<file path="src/rtl/data_mem_arbiter_pkg.sv">
// Shared definitions for the data memory arbiter: sizing defaults, FSM
// encoding and the port identifiers used to index the two requesters.
package dmem_arb_pkg;

  localparam int DEPTH_DEF = 256;
  localparam int DW_DEF    = 32;

  typedef enum logic {
    INIT = 1'b0,
    RUN  = 1'b1
  } state_e;

  localparam logic PORT_CORE = 1'b0;
  localparam logic PORT_DMA  = 1'b1;

endpackage

</file>
<file path="src/rtl/data_mem_arbiter_if.sv">
// Bundle of core port, DMA port and memory-side signals for the arbiter.
// slave = arbiter side, master = requesters plus the memory model.
interface data_mem_arbiter_if
  import dmem_arb_pkg::*;
#(
  parameter int DW = DW_DEF
);

  logic          c_req;
  logic          c_we;
  logic [DW-1:0] c_addr;
  logic [DW-1:0] c_wdata;
  logic          c_gnt;
  logic          c_rvalid;
  logic          c_err;
  logic [DW-1:0] c_rdata;

  logic          d_req;
  logic          d_we;
  logic [DW-1:0] d_addr;
  logic [DW-1:0] d_wdata;
  logic          d_gnt;
  logic          d_rvalid;
  logic          d_err;
  logic [DW-1:0] d_rdata;

  logic          mem_we;
  logic [DW-1:0] mem_a;
  logic [DW-1:0] mem_wd;
  logic [DW-1:0] mem_rd;
  logic          init_busy;

  modport slave (
    input  c_req, c_we, c_addr, c_wdata,
    output c_gnt, c_rvalid, c_err, c_rdata,
    input  d_req, d_we, d_addr, d_wdata,
    output d_gnt, d_rvalid, d_err, d_rdata,
    output mem_we, mem_a, mem_wd,
    input  mem_rd,
    output init_busy
  );

  modport master (
    output c_req, c_we, c_addr, c_wdata,
    input  c_gnt, c_rvalid, c_err, c_rdata,
    output d_req, d_we, d_addr, d_wdata,
    input  d_gnt, d_rvalid, d_err, d_rdata,
    input  mem_we, mem_a, mem_wd,
    output mem_rd,
    input  init_busy
  );

endinterface

</file>
<file path="src/rtl/data_mem_arbiter_rr_arb2.sv">
// Two-way round-robin decision: on a tie the port that did not win last time
// is granted. Purely combinational; the pointer lives in the parent.
module rr_arb2
  import dmem_arb_pkg::*;
(
  input  logic [1:0] req,
  input  logic       last_grant,
  output logic [1:0] gnt
);

  always_comb begin
    gnt = 2'b00;
    case (req)
      2'b01:   gnt = 2'b01;
      2'b10:   gnt = 2'b10;
      2'b11:   gnt = (last_grant == PORT_DMA) ? 2'b01 : 2'b10;
      default: gnt = 2'b00;
    endcase
  end

endmodule

</file>
<file path="src/rtl/data_mem_arbiter.sv">
// Core/DMA data memory arbiter: clears the memory after reset, then serves
// one access per cycle with round-robin arbitration and 1-cycle responses.
module data_mem_arbiter
  import dmem_arb_pkg::*;
#(
  parameter int DEPTH = DEPTH_DEF,
  parameter int DW    = DW_DEF
) (
  input logic               clk,
  input logic               rst,
  data_mem_arbiter_if.slave bus
);

  localparam int            CW       = (DEPTH > 1) ? $clog2(DEPTH) : 1;
  localparam logic [CW-1:0] CNT_LAST = CW'(DEPTH - 1);
  localparam logic [DW-1:0] DEPTH_W  = DW'(DEPTH);

  state_e               state_q, state_d;
  logic [CW-1:0]        cnt_q, cnt_d;
  logic                 last_q, last_d;
  logic [1:0]           rvalid_q, rvalid_d;
  logic [1:0]           err_q, err_d;
  logic [1:0][DW-1:0]   rdata_q, rdata_d;

  logic [1:0]           req, gnt;
  logic                 acc, acc_port, acc_we, acc_inr;
  logic [DW-1:0]        acc_addr, acc_wdata, rsp_data;
  logic                 mem_we_c;
  logic [DW-1:0]        mem_a_c, mem_wd_c;

  // Requests are masked during the sweep so nothing is granted until RUN.
  assign req = (state_q == RUN) ? {bus.d_req, bus.c_req} : 2'b00;

  rr_arb2 u_rr_arb2 (
    .req        (req),
    .last_grant (last_q),
    .gnt        (gnt)
  );

  assign acc       = |gnt;
  assign acc_port  = gnt[PORT_DMA] ? PORT_DMA : PORT_CORE;
  assign acc_we    = (acc_port == PORT_DMA) ? bus.d_we    : bus.c_we;
  assign acc_addr  = (acc_port == PORT_DMA) ? bus.d_addr  : bus.c_addr;
  assign acc_wdata = (acc_port == PORT_DMA) ? bus.d_wdata : bus.c_wdata;
  assign acc_inr   = (acc_addr < DEPTH_W);
  assign rsp_data  = acc_inr ? bus.mem_rd : '0;

  always_ff @(posedge clk or negedge rst) begin
    if (!rst) begin
      state_q  <= INIT;
      cnt_q    <= '0;
      last_q   <= PORT_DMA;
      rvalid_q <= '0;
      err_q    <= '0;
      rdata_q  <= '0;
    end else begin
      state_q  <= state_d;
      cnt_q    <= cnt_d;
      last_q   <= last_d;
      rvalid_q <= rvalid_d;
      err_q    <= err_d;
      rdata_q  <= rdata_d;
    end
  end

  always_comb begin
    state_d  = state_q;
    cnt_d    = cnt_q;
    last_d   = last_q;
    rvalid_d = '0;
    err_d    = '0;
    rdata_d  = rdata_q;
    mem_we_c = 1'b0;
    mem_a_c  = '0;
    mem_wd_c = '0;
    unique case (state_q)
      INIT: begin
        mem_we_c = 1'b1;
        mem_a_c  = DW'(cnt_q);
        if (cnt_q == CNT_LAST) begin
          state_d = RUN;
          cnt_d   = '0;
        end else begin
          cnt_d = cnt_q + 1'b1;
        end
      end
      RUN: begin
        if (acc) begin
          last_d             = acc_port;
          rvalid_d[acc_port] = !acc_we;
          err_d[acc_port]    = !acc_inr;
          if (!acc_we) rdata_d[acc_port] = rsp_data;
          if (acc_inr) begin
            mem_a_c = acc_addr;
            if (acc_we) begin
              mem_we_c = 1'b1;
              mem_wd_c = acc_wdata;
            end
          end
        end
      end
      default: state_d = INIT;
    endcase
  end

  assign bus.c_gnt    = gnt[PORT_CORE];
  assign bus.d_gnt    = gnt[PORT_DMA];
  assign bus.c_rvalid = rvalid_q[PORT_CORE];
  assign bus.d_rvalid = rvalid_q[PORT_DMA];
  assign bus.c_err    = err_q[PORT_CORE];
  assign bus.d_err    = err_q[PORT_DMA];
  assign bus.c_rdata  = rdata_q[PORT_CORE];
  assign bus.d_rdata  = rdata_q[PORT_DMA];

  // INIT drives a write even while held in reset; rst masks it so every
  // output reads 0 until reset is released.
  assign bus.mem_we    = mem_we_c & rst;
  assign bus.mem_a     = mem_a_c;
  assign bus.mem_wd    = mem_wd_c;
  assign bus.init_busy = (state_q == INIT) & rst;

endmodule

</file>
<file path="src/flat_wrapper.sv">
// flat-port wrapper written by rule: the top's interface ports become plain ports
module data_mem_arbiter_flat import dmem_arb_pkg::*;
#(
  parameter int DEPTH = DEPTH_DEF,
  parameter int DW    = DW_DEF
)
  (clk, rst, bus_c_req, bus_c_we, bus_c_addr, bus_c_wdata, bus_c_gnt, bus_c_rvalid, bus_c_err, bus_c_rdata, bus_d_req, bus_d_we, bus_d_addr, bus_d_wdata, bus_d_gnt, bus_d_rvalid, bus_d_err, bus_d_rdata, bus_mem_we, bus_mem_a, bus_mem_wd, bus_mem_rd, bus_init_busy);
  data_mem_arbiter_if #(.DW(DW)) bus_i ();
  input logic clk;
  input logic rst;
  input wire logic [$bits(bus_i.c_req)-1:0] bus_c_req;
  input wire logic [$bits(bus_i.c_we)-1:0] bus_c_we;
  input wire logic [$bits(bus_i.c_addr)-1:0] bus_c_addr;
  input wire logic [$bits(bus_i.c_wdata)-1:0] bus_c_wdata;
  output wire logic [$bits(bus_i.c_gnt)-1:0] bus_c_gnt;
  output wire logic [$bits(bus_i.c_rvalid)-1:0] bus_c_rvalid;
  output wire logic [$bits(bus_i.c_err)-1:0] bus_c_err;
  output wire logic [$bits(bus_i.c_rdata)-1:0] bus_c_rdata;
  input wire logic [$bits(bus_i.d_req)-1:0] bus_d_req;
  input wire logic [$bits(bus_i.d_we)-1:0] bus_d_we;
  input wire logic [$bits(bus_i.d_addr)-1:0] bus_d_addr;
  input wire logic [$bits(bus_i.d_wdata)-1:0] bus_d_wdata;
  output wire logic [$bits(bus_i.d_gnt)-1:0] bus_d_gnt;
  output wire logic [$bits(bus_i.d_rvalid)-1:0] bus_d_rvalid;
  output wire logic [$bits(bus_i.d_err)-1:0] bus_d_err;
  output wire logic [$bits(bus_i.d_rdata)-1:0] bus_d_rdata;
  output wire logic [$bits(bus_i.mem_we)-1:0] bus_mem_we;
  output wire logic [$bits(bus_i.mem_a)-1:0] bus_mem_a;
  output wire logic [$bits(bus_i.mem_wd)-1:0] bus_mem_wd;
  input wire logic [$bits(bus_i.mem_rd)-1:0] bus_mem_rd;
  output wire logic [$bits(bus_i.init_busy)-1:0] bus_init_busy;
  assign bus_i.c_req = bus_c_req;
  assign bus_i.c_we = bus_c_we;
  assign bus_i.c_addr = bus_c_addr;
  assign bus_i.c_wdata = bus_c_wdata;
  assign bus_c_gnt = bus_i.c_gnt;
  assign bus_c_rvalid = bus_i.c_rvalid;
  assign bus_c_err = bus_i.c_err;
  assign bus_c_rdata = bus_i.c_rdata;
  assign bus_i.d_req = bus_d_req;
  assign bus_i.d_we = bus_d_we;
  assign bus_i.d_addr = bus_d_addr;
  assign bus_i.d_wdata = bus_d_wdata;
  assign bus_d_gnt = bus_i.d_gnt;
  assign bus_d_rvalid = bus_i.d_rvalid;
  assign bus_d_err = bus_i.d_err;
  assign bus_d_rdata = bus_i.d_rdata;
  assign bus_mem_we = bus_i.mem_we;
  assign bus_mem_a = bus_i.mem_a;
  assign bus_mem_wd = bus_i.mem_wd;
  assign bus_i.mem_rd = bus_mem_rd;
  assign bus_init_busy = bus_i.init_busy;
  data_mem_arbiter #(.DEPTH(DEPTH), .DW(DW)) u_core (.clk(clk), .rst(rst), .bus(bus_i));
endmodule
</file>
<file path="config.mk">
export PLATFORM = sky130hd
export DESIGN_NAME = data_mem_arbiter_flat
export DESIGN_NICKNAME = d
export VERILOG_FILES = /design/src/rtl/data_mem_arbiter_pkg.sv /design/src/rtl/data_mem_arbiter_if.sv /design/src/rtl/data_mem_arbiter_rr_arb2.sv /design/src/rtl/data_mem_arbiter.sv /design/src/flat_wrapper.sv
export SDC_FILE = /design/constraint.sdc
export NUM_CORES = 1
export LEC_CHECK = 0
export ABC_AREA = 1
export ABC_CLOCK_PERIOD_IN_PS = 4600
export BUFFER_PORTS_ARGS = -buffer_cell sky130_fd_sc_hd__buf_2
export CAP_MARGIN = 20
export CORE_ASPECT_RATIO = 2
export CORE_MARGIN = 8
export CORE_UTILIZATION = 44
export CTS_CLUSTER_DIAMETER = 50
export DETAILED_ROUTE_END_ITERATION = 6
export PLACE_DENSITY = 0.82
export SLEW_MARGIN = 20
export SYNTH_ARGS = -nofsm -noshare
export SYNTH_HDL_FRONTEND = slang
export SYNTH_SLANG_ARGS = --single-unit
export TNS_END_PERCENT = 100
</file>
<file path="constraint.sdc">
create_clock -name clk -period 4.6 [get_ports clk]
set_clock_uncertainty 0.15 [all_clocks]
set_input_delay 1.38 -clock clk [delete_from_list [all_inputs] [get_ports clk]]
set_output_delay 1.38 -clock clk [all_outputs]
set_load 0.01 [all_outputs]
</file>
==> results of run 1 <==
-- metal layers --
metal | vias to the layer above | GRT usage (%)
met2 | 332 | 43.8
met3 | 54 | 8.05
met4 | 0 | 14.6
li1 | 2744 | -
met5 | - | 0
met1 | 2597 | 24.6
-- Yosys cell counts --
| master | instances |
|---|---|
| a21oi_1 | 3 |
| ha_1 | 1 |
| nand2_1 | 317 |
| nor2_1 | 48 |
| buf_2 | 11 |
| conb_1 | 1 |
| nor3b_2 | 1 |
| dfrtp_1 | 77 |
| inv_1 | 33 |
| xor2_1 | 4 |
| o21ai_0 | 33 |
| o22ai_1 | 1 |
| nand2_2 | 1 |
| nor3_1 | 3 |
| or2_2 | 1 |
| inv_2 | 3 |
| buf_4 | 35 |
| nor2_4 | 1 |
| nor3b_1 | 1 |
| clkbuf_1 | 18 |
| nand3_1 | 5 |
| buf_6 | 7 |
| dfstp_2 | 1 |
| buf_1 | 4 |
| nor2_2 | 3 |
| nand3b_1 | 9 |
| nand4_1 | 74 |
| o21ai_1 | 1 |
| nand2_4 | 1 |
| and2_1 | 1 |
-- report_power, final --
group          internal (mW)  switching [mW]
registers              0.686               0
clock network          0.416           0.273
logic                 0.0647          0.0704
-- layout make-up --
type	count	area (um^2)	area share, %
Tap cell	140	175	2.53
Clock buffer	9	225	3.26
Sequential cell	78	1950	28.3
Antenna cell	2	5.00	0.0724
Clock inverter	6	61.3	0.887
Timing Repair Buffer	315	1840	26.6
Multi-Input combinational cell	535	2510	36.3
Inverter	36	150	2.17
-- worst max-delay path, stage by stage --
cell       delay (ns)
buf_6            0.11
nand2_8          0.08
inv_4            0.04
nor2_4           0.12
buf_6            0.15
buf_6            0.11
nor2_1           0.06
nor3b_2          0.31
nand3_4          0.24
clkbuf_16        0.25
nor2_2           0.10
buf_2            0.14
-- registers in the layout, indices dropped and copies added, names as in the netlist --
register            count
u_core.rvalid_q         2
u_core.err_q            2
u_core.state_q          1
u_core.cnt_q            8
u_core.bus.c_rdata     32
u_core.bus.d_rdata     32
u_core.last_q           1
-- worst max path at each step --
| stage | slack [ns] | cells after the start | end | startpoint |
|---|---|---|---|---|
| 4_1_cts | 0.01 | 14 | bus_mem_wd[27] | bus_d_req |
| 3_3_place_gp | 0.02 | 14 | bus_mem_wd[2] | bus_c_req |
| 5_1_grt | -0.08 | 15 | bus_mem_wd[28] | bus_c_req |
| 6_report | -0.03 | 12 | bus_mem_wd[20] | bus_c_req |
| 2_1_floorplan | 0.35 | 10 | bus_mem_wd[10] | bus_c_req |
| 3_5_place_dp | -0.02 | 14 | bus_mem_wd[27] | bus_c_req |
-- per-stage QoR --
stage / cell area (um^2) / cells
4_1_cts: 6530 / 1107
3_5_place_dp: 6220 / 1089
6_report: 6910 / 1121
3_3_place_gp: 6220 / 1089
2_1_floorplan: 4920 / 722
5_1_grt: 6910 / 1121
-- cells by family (layout without fill, tap and decap cells) --
| kind of cell | after synthesis | after routing | share of synthesized area (%) |
|---|---|---|---|
| AOI/OAI and AO/OA | 38 | 38 | 3.96 |
| xor gates and xnor gates | 4 | 4 | 0.725 |
| adders and majority gates | 1 | 1 | 0.259 |
| buffers and inverters | 111 | 366 | 12.7 |
| DFF | 78 | 78 | 40.4 |
| other | 1 | 26 | 0.0776 |
| and+or+nand+nor | 466 | 468 | 41.8 |
-- placed cells by master (no fill, tap or decap), types with 4 or more instances in the layout --
master | netlist | layout
nor2_2 | 3 | 13
xor2_1 | 4 | 4
buf_6 | 7 | 7
dfrtp_1 | 77 | 77
nand2_1 | 317 | 314
nand3b_1 | 9 | 9
nand3_1 | 5 | 4
clkbuf_16 | 0 | 13
buf_2 | 11 | 273
buf_12 | 0 | 4
nor2_1 | 48 | 31
o21ai_0 | 33 | 33
nor2_4 | 1 | 8
nand4_1 | 74 | 74
inv_1 | 33 | 32
conb_1 | 1 | 24
buf_4 | 35 | 26
-- repair_timing --
| action | 4_1_cts | 5_1_grt |
|---|---|---|
| endpoints found under the hold margin | 0 | 0 |
| setup buffers | 3 | 6 |
| endpoints found under the setup margin | 18 | 41 |
| pin swaps | 1 | 9 |
| cloned | 0 | 6 |
| resized for setup | 0 | 55 |
==> impl_metrics.py, run 1 <==
metrics = {
    "run_status": {
        "status": "finished, violations left",
        "violations": "setup timing",
    },
    "global_route": {
        "grt_overflow": 0,
        "antenna_found_initial": 2,
        "grt_pass1_wl_mm": 29.1,
        "grt_pass1_vias": 5953,
        "grt_max_degree": 60,
        "track_usage_pct": 24.7,
    },
    "detailed_routing": {
        "drc": 0,
        "wl_met2_mm": 10.2,
        "met3_length_mm": 1.62,
        "maxUsedRoutingLayer": "met4",
        "drtIter0Drc": 248,
        "viasPerCell": 5.11,
        "vias": 5727,
        "drtAntennaViolNets": 0,
        "wl_mm": 19.6,
        "wl_per_cell_um": 17.5,
        "wl_met1_mm": 6.92,
        "first_pass_iters": 5,
    },
    "power_and_ir_drop": {
        "ir_worst_vdd_mv": 0.178,
        "finalPower_mw": 1.51,
        "leakagePower_nw": 4.34,
        "power_density_mw_per_mm2": 219,
    },
    "yosys": {
        "ys_warn_count": 0,
        "avgSynthCellArea_um2": 6.91,
        "synth_top_cells_by_area": "dfrtp_1 40%, nand2_1 25%, nand4_1 9.6%",
        "synth_seq_cells": 78,
        "synth.distinct_cells": 30,
        "synth-seq-area-share_pct": 40.4,
        "netlist.area_leader.share_pct": 39.9,
        "netlist.top_cell.by_area": "dfrtp_1",
        "syn_inst": 699,
        "synth_area_mm2": 0.00483,
    },
    "place": {
        "dp_slack_ns": -0.0233,
        "dp_hpwl_mm": 14.7,
        "portBuffers": 277,
        "gp_congestion": 0.945,
    },
    "setup_path": {
        "crit_arrival_ns": 3.10,
        "r2r_end": "u_core.bus.d_rdata[12]$_DFFE_PN0P_",
        "start_kind": "input pin",
        "required_ns": 3.07,
        "r2r_cells": 9,
        "reg2reg_slack_ns": 1.67,
        "end_kind": "output pin",
        "critPathMaxFanout": 6,
        "regToRegStartpoint": "u_core.state_q$_DFF_PN0_",
        "crit_type": "in2out",
    },
    "clock_tree": {
        "cts_tree": "done",
        "insertion_delay_ns": 0.33,
        "clock_path_buffers": 2,
        "hold_buffers": 0,
        "cts.clk_slew.worst_paths_ns": 0.06,
        "root_buffer": "clkbuf_16",
        "cts_sinks": 78,
        "cts_max_level": 3,
        "numCtsBuffers": 9,
    },
    "floorplanning": {
        "start_util_pct": 44.7,
        "die_w_um": 90.1,
        "die_h_um": 164,
        "ios": 302,
        "rows": 54,
        "die-area_mm2": 0.0148,
        "core-area_mm2": 0.0108,
    },
    "run": {
        "cap_violations": 0,
    },
    "min_path": {
        "hold_depth": 2,
        "hp-class": "reg2reg",
        "hold_start": "u_core.bus.d_rdata[13]$_DFFE_PN0P_",
        "hold_end": "u_core.bus.d_rdata[13]$_DFFE_PN0P_",
    },
    "finish": {
        "drive_gt1_share_pct": 37.3,
        "fillers": 996,
        "nNetsFinal": 1142,
        "area_growth_pct": 43.1,
        "finish.utilization_pct": 63.9,
    },
    "timing": {
        "holdWs_ns": 0.324,
        "rsz0062_at_grt": "yes",
        "fin_ws_ns": -0.0280,
        "period_needed_ns": 4.63,
        "fin_crit_sh_pct": 101,
        "final_hold_viol_count": 0,
        "slew-limit-headroom_pct": 31.7,
        "setup_violations": 1,
        "tightest_slew_ns": 1.02,
        "slew_viol_final": 0,
        "timing.fmax_mhz": 216,
        "fin_setup_tns_ns": -0.0280,
    },
}
No activity file was read; power rests on OpenSTA's default activity.
==> run 2: changes to the inputs <==
--- a/constraint.sdc
+++ b/constraint.sdc
@@ -3,3 +3,3 @@
 set_input_delay 1.38 -clock clk [delete_from_list [all_inputs] [get_ports clk]]
 set_output_delay 1.38 -clock clk [all_outputs]
-set_load 0.01 [all_outputs]
+set_load 0.05 [all_outputs]
==> impl_metrics.py, run 2 (synthesized netlist as in run 1, its figures left out) <==
metrics = {
    "run_status": {
        "status": "finished, final reports clean",
    },
    "finish": {
        "finish.utilization_pct": 66.6,
        "multi_input_area_mm2": 0.00259,
        "seq_area_mm2": 0.00195,
        "area_growth_pct": 49.1,
        "layout_common_cells": "315 x nand2_1, 235 x buf_2, 77 x dfrtp_1",
        "final_common_cell": "nand2_1",
        "fillers": 961,
        "nNetsFinal": 1142,
        "drive_gt1_share_pct": 38.8,
    },
    "detailed_routing": {
        "wl_met2_mm": 9.94,
        "wl_met1_mm": 6.73,
        "first_pass_iters": 5,
        "viasPerCell": 5.05,
        "wl_mm": 19.4,
        "drc": 0,
        "maxUsedRoutingLayer": "met4",
        "drtAntennaViolNets": 0,
        "drtIter0Drc": 295,
        "wl_per_cell_um": 17.3,
        "vias": 5661,
        "met3_length_mm": 1.67,
    },
    "setup_path": {
        "required_ns": 3.07,
        "crit_arrival_ns": 3.06,
        "critPathMaxFanout": 17,
        "end_kind": "output pin",
        "crit_type": "in2out",
        "start_kind": "input pin",
    },
    "timing": {
        "fin_crit_sh_pct": 99.7,
        "slew_viol_final": 0,
        "rsz0062_at_grt": "yes",
        "period_needed_ns": 4.59,
        "timing.fmax_mhz": 218,
        "final_hold_viol_count": 0,
        "slew-limit-headroom_pct": 52.0,
        "tightest_slew_ns": 0.713,
        "setup_violations": 0,
        "holdWs_ns": 0.326,
        "fin_setup_tns_ns": 0,
    },
    "global_route": {
        "grt_max_degree": 51,
        "grt_pass1_wl_mm": 28.7,
        "grt_overflow": 0,
        "track_usage_pct": 24.6,
        "grt_pass1_vias": 5687,
        "antenna_found_initial": 2,
    },
    "place": {
        "dp_hpwl_mm": 15.1,
        "gp_congestion": 0.878,
        "portBuffers": 277,
    },
    "floorplanning": {
        "rows": 54,
        "ios": 302,
        "die_w_um": 90.1,
        "start_util_pct": 44.7,
        "die-area_mm2": 0.0148,
        "core-area_mm2": 0.0108,
        "die_h_um": 164,
    },
    "min_path": {
        "hp-class": "reg2reg",
    },
    "power_and_ir_drop": {
        "finalPower_mw": 1.52,
        "leakagePower_nw": 4.34,
        "power_density_mw_per_mm2": 211,
        "ir_worst_vdd_mv": 0.172,
    },
    "clock_tree": {
        "root_buffer": "clkbuf_16",
        "numCtsBuffers": 9,
        "cts_max_level": 3,
        "cts_tree": "done",
        "cts.clk_slew.worst_paths_ns": 0.07,
        "clock_path_buffers": 2,
        "cts_sinks": 78,
        "insertion_delay_ns": 0.33,
    },
    "run": {
        "cap_violations": 0,
    },
}
==> run 2: changes by cell type in the layout (fill, tap and decap cells not counted), sizes merged <==
| cell | before | now |
|---|---|---|
| nand2 | 321 | 320 |
| inv | 35 | 37 |
| clkinvlp | 1 | 2 |
| bufinv | 1 | 0 |
| buf | 311 | 312 |
| clkinv | 5 | 4 |
==> run 2: repair_timing <==
item | in CTS | in global routing
buffers inserted | 0 | 6
pin swaps | 1 | 9
resized for setup | 38 | 88
endpoints found under the setup margin | 34 | 41
hold buffers | 0 | 0
endpoints found under the hold margin | 0 | 0
gates cloned | 0 | 2
==> run 2: final cells by class <==
cell class / count / area share [%]
Clock buffer: 9 / 3.13
Tap cell: 140 / 2.43
Sequential cell: 78 / 27.1
Antenna cell: 2 / 0.0695
Inverter: 36 / 2.08
Timing Repair Buffer: 316 / 28.4
Clock inverter: 7 / 0.799
Multi-Input combinational cell: 534 / 36.0
==> run 2: where the power goes <==
group	total (mW)	internal [mW]	switching (mW)	leakage, nW
Sequential	0.686	0.686	0	1.07
Combinational	0.172	0.0661	0.106	3.13
Clock	0.663	0.372	0.292	0.134
Total	1.52	1.12	0.397	4.34
==> run 2: path summary, 6_finish.rpt <==
| kind | from | end | slack [ns] | depth (start not counted) |
|---|---|---|---|---|
| min reg2reg | u_core.bus.d_rdata[27]$_DFFE_PN0P_ | u_core.bus.d_rdata[27]$_DFFE_PN0P_ | 0.33 | 2 |
| min in group asynchronous | rst | u_core.cnt_q[3]$_DFFE_PN0N_ | 0.74 | 1 |
| max | bus_d_req | bus_mem_wd[8] | 0.01 | 15 |
| max reg2reg | u_core.last_q$_DFFE_PN1P_ | u_core.bus.d_rdata[31]$_DFFE_PN0P_ | 2.04 | 13 |
| min | u_core.bus.d_rdata[27]$_DFFE_PN0P_ | u_core.bus.d_rdata[27]$_DFFE_PN0P_ | 0.33 | 2 |
| max in group asynchronous | rst | u_core.bus.d_rdata[19]$_DFFE_PN0P_ | 2.71 | 2 |
==> run 2: worst max-delay path, cell delays in order <==
cell      delay (ns)
buf_8           0.09
nand2_8         0.07
clkinv_8        0.08
buf_8           0.11
buf_6           0.11
nand3b_1        0.08
nand2_1         0.07
nand2_1         0.05
nor2_1          0.08
nand2_1         0.09
nor2_4          0.15
nand3_4         0.16
buf_12          0.21
nor2_2          0.13
buf_6           0.18
==> run 2: per-stage QoR <==
step	setup WS (ns)	area (um^2)	cells
finish	0.0124	7200	1122
global route	-0.156	7200	1122
CTS	-0.0118	6770	1111
detailed placement	-0.138	6380	1095
global placement	-0.126	6380	1095
floorplan	-0.0722	5010	722
==> run 2: routing by layer <==
layer | GRT usage [%] | vias to the layer above
li1 | - | 2743
met1 | 24.4 | 2527
met3 | 8.05 | 63
met5 | 0 | -
met2 | 43.1 | 328
met4 | 16.5 | 0
==> run 3: changes to the inputs <==
BUFFER_PORTS_ARGS = default   (was -buffer_cell sky130_fd_sc_hd__buf_2)
CORE_AREA = 8 8 110 112   (was default)
CORE_ASPECT_RATIO = default   (was 2)
CORE_MARGIN = default   (was 8)
CORE_UTILIZATION = default   (was 44)
DIE_AREA = 0 0 118 120   (was default)
DONT_BUFFER_PORTS = 1   (was default)
PLACE_DENSITY = default   (was 0.82)
==> impl_metrics.py, run 3 (synthesized netlist as in run 1, its figures left out) <==
metrics = {
    "detailed_routing": {
        "wl_per_cell_um": 19.6,
        "vias": 4636,
        "first_pass_iters": 5,
        "wl_mm": 17.0,
        "drc": 0,
        "drtIter0Drc": 436,
        "drtAntennaViolNets": 0,
        "viasPerCell": 5.36,
    },
    "place": {
        "portBuffers": 0,
        "dp_slack_ns": 0.0706,
        "gp_congestion": 0.966,
        "dp_hpwl_mm": 12.9,
    },
    "global_route": {
        "grt_pass1_wl_mm": 25.7,
        "grt_max_degree": 81,
        "grt_overflow": 0,
        "antenna_found_initial": 1,
        "track_usage_pct": 22.8,
        "grt_pass1_vias": 4339,
    },
    "floorplanning": {
        "core-area_mm2": 0.0105,
        "die_w_um": 118,
        "ios": 302,
        "die-area_mm2": 0.0142,
        "rows": 38,
        "die_h_um": 120,
        "start_util_pct": 46.0,
    },
    "timing": {
        "setup_violations": 0,
        "slew-limit-headroom_pct": 31.7,
        "rsz0062_at_grt": "yes",
        "fin_ws_ns": 0.103,
        "period_needed_ns": 4.50,
        "final_hold_viol_count": 0,
        "tightest_slew_ns": 1.02,
        "fin_setup_tns_ns": 0,
        "fin_crit_sh_pct": 97.8,
        "timing.fmax_mhz": 222,
        "slew_viol_final": 0,
    },
    "run": {
        "cap_violations": 0,
    },
    "setup_path": {
        "cp_num_buf_inv": 5,
        "crit_arrival_ns": 2.97,
        "required_ns": 3.07,
        "crit_path_max_incr_delay_ns": 0.22,
        "r2r_cells": 14,
        "crit_path_top_delay_cell": "nor3b_2",
        "start_kind": "input pin",
        "critPathMaxFanout": 32,
        "crit_top_cell": "buf_4",
        "regToRegStartpoint": "u_core.last_q$_DFFE_PN1P_",
        "crit_type": "in2out",
        "crit_family": "simple AND/OR/NAND/NOR gates",
        "path_depth": 11,
        "worstPathCellList": "nand2_2 > inv_2 > nor2_4 > buf_4 > buf_4 > nor2_1 > nor3b_2 > nand3_2 > buf_12 > nor2_1 > buf_4",
        "crit_start": "bus_c_req",
        "end_kind": "output pin",
    },
    "finish": {
        "finish.utilization_pct": 55.4,
        "multi_input_area_mm2": 0.00247,
        "final_common_cell": "nand2_1",
        "drive_gt1_share_pct": 16.7,
        "layout_common_cells": "316 x nand2_1, 77 x dfrtp_1, 74 x nand4_1",
        "area_growth_pct": 20.5,
        "seq_area_mm2": 0.00195,
        "fillers": 1064,
        "nNetsFinal": 886,
    },
    "clock_tree": {
        "cts_max_level": 3,
        "cts.clk_slew.worst_paths_ns": 0.08,
        "numCtsBuffers": 9,
        "cts_sinks": 78,
        "insertion_delay_ns": 0.35,
        "hold_buffers": 0,
        "root_buffer": "clkbuf_8",
        "clock_path_buffers": 2,
        "cts_tree": "done",
    },
    "power_and_ir_drop": {
        "power_density_mw_per_mm2": 240,
        "ir_worst_vdd_mv": 0.183,
        "leakagePower_nw": 3.19,
    },
    "min_path": {
        "hold_depth": 1,
        "hp-class": "reg2reg",
        "hold_start": "u_core.cnt_q[6]$_DFFE_PN0N_",
    },
    "run_status": {
        "status": "finished, final reports clean",
    },
}
-- run 3: cell type report --
class                           instances  area share (%)
Clock inverter                          6            2.02
Tap cell                              140            3.01
Inverter                               36            2.32
Clock buffer                           10            2.19
Sequential cell                        78            33.6
Antenna cell                            1          0.0430
Multi-Input combinational cell        533            42.4
Timing Repair Buffer                   61            14.4
-- run 3: worst reg2reg max path, stage by stage, from the launching register on --
cell and delay [ns]:
dfstp_2 0.56, nand2_2 0.11, inv_2 0.09, nor2_4 0.06, buf_4 0.15, buf_4 0.13, nand2_1 0.05, nand2_1 0.04
nor2_1 0.08, nand2_1 0.09, nor2_4 0.14, buf_6 0.21, buf_4 0.37, and2_1 0.21, nor2_1 0.04
-- run 3: final timing paths --
path,end,slack (ns)
worst min-delay path,u_core.cnt_q[6]$_DFFE_PN0N_,0.35
worst max-delay path,bus_mem_wd[31],0.10
max in group asynchronous,u_core.last_q$_DFFE_PN1P_,3.54
worst max register to register,u_core.err_q[1]$_DFF_PN0_,2.00
worst min register to register,u_core.cnt_q[6]$_DFFE_PN0N_,0.35
min in group asynchronous,u_core.bus.d_rdata[23]$_DFFE_PN0P_,0.56
-- run 3: layer usage --
metal	track usage (%)	routed length (um)	up-vias
met1	28.3	6880	2179
met3	10.3	1760	16
met5	0	0	-
met2	35.8	8120	213
met4	4.80	197	0
li1	-	-	2228
-- run 3: power by group --
group,total [mW],leakage [nW],internal (mW),switching (mW)
registers,0.685,1.07,0.685,0
clock network,0.632,0.119,0.366,0.266
logic,0.0791,2.00,0.0138,0.0653
-- run 3: timing repair --
item,in CTS,in global routing
buffers inserted,0,2
setup endpoints to repair,0,41
resized for setup,0,8
-- run 3: stage by stage --
| stage | cell area, um^2 | power (mW) | hold WS [ns] | std cells |
|---|---|---|---|---|
| floorplan | 5010 | 0.784 | 0.314 | 722 |
| global placement | 5520 | 0.776 | 0.340 | 846 |
| detailed placement | 5520 | 0.776 | 0.340 | 846 |
| CTS | 5770 | 1.41 | 0.354 | 862 |
| global route | 5820 | 1.44 | 0.370 | 865 |
| finish | 5820 | 1.40 | 0.350 | 865 |
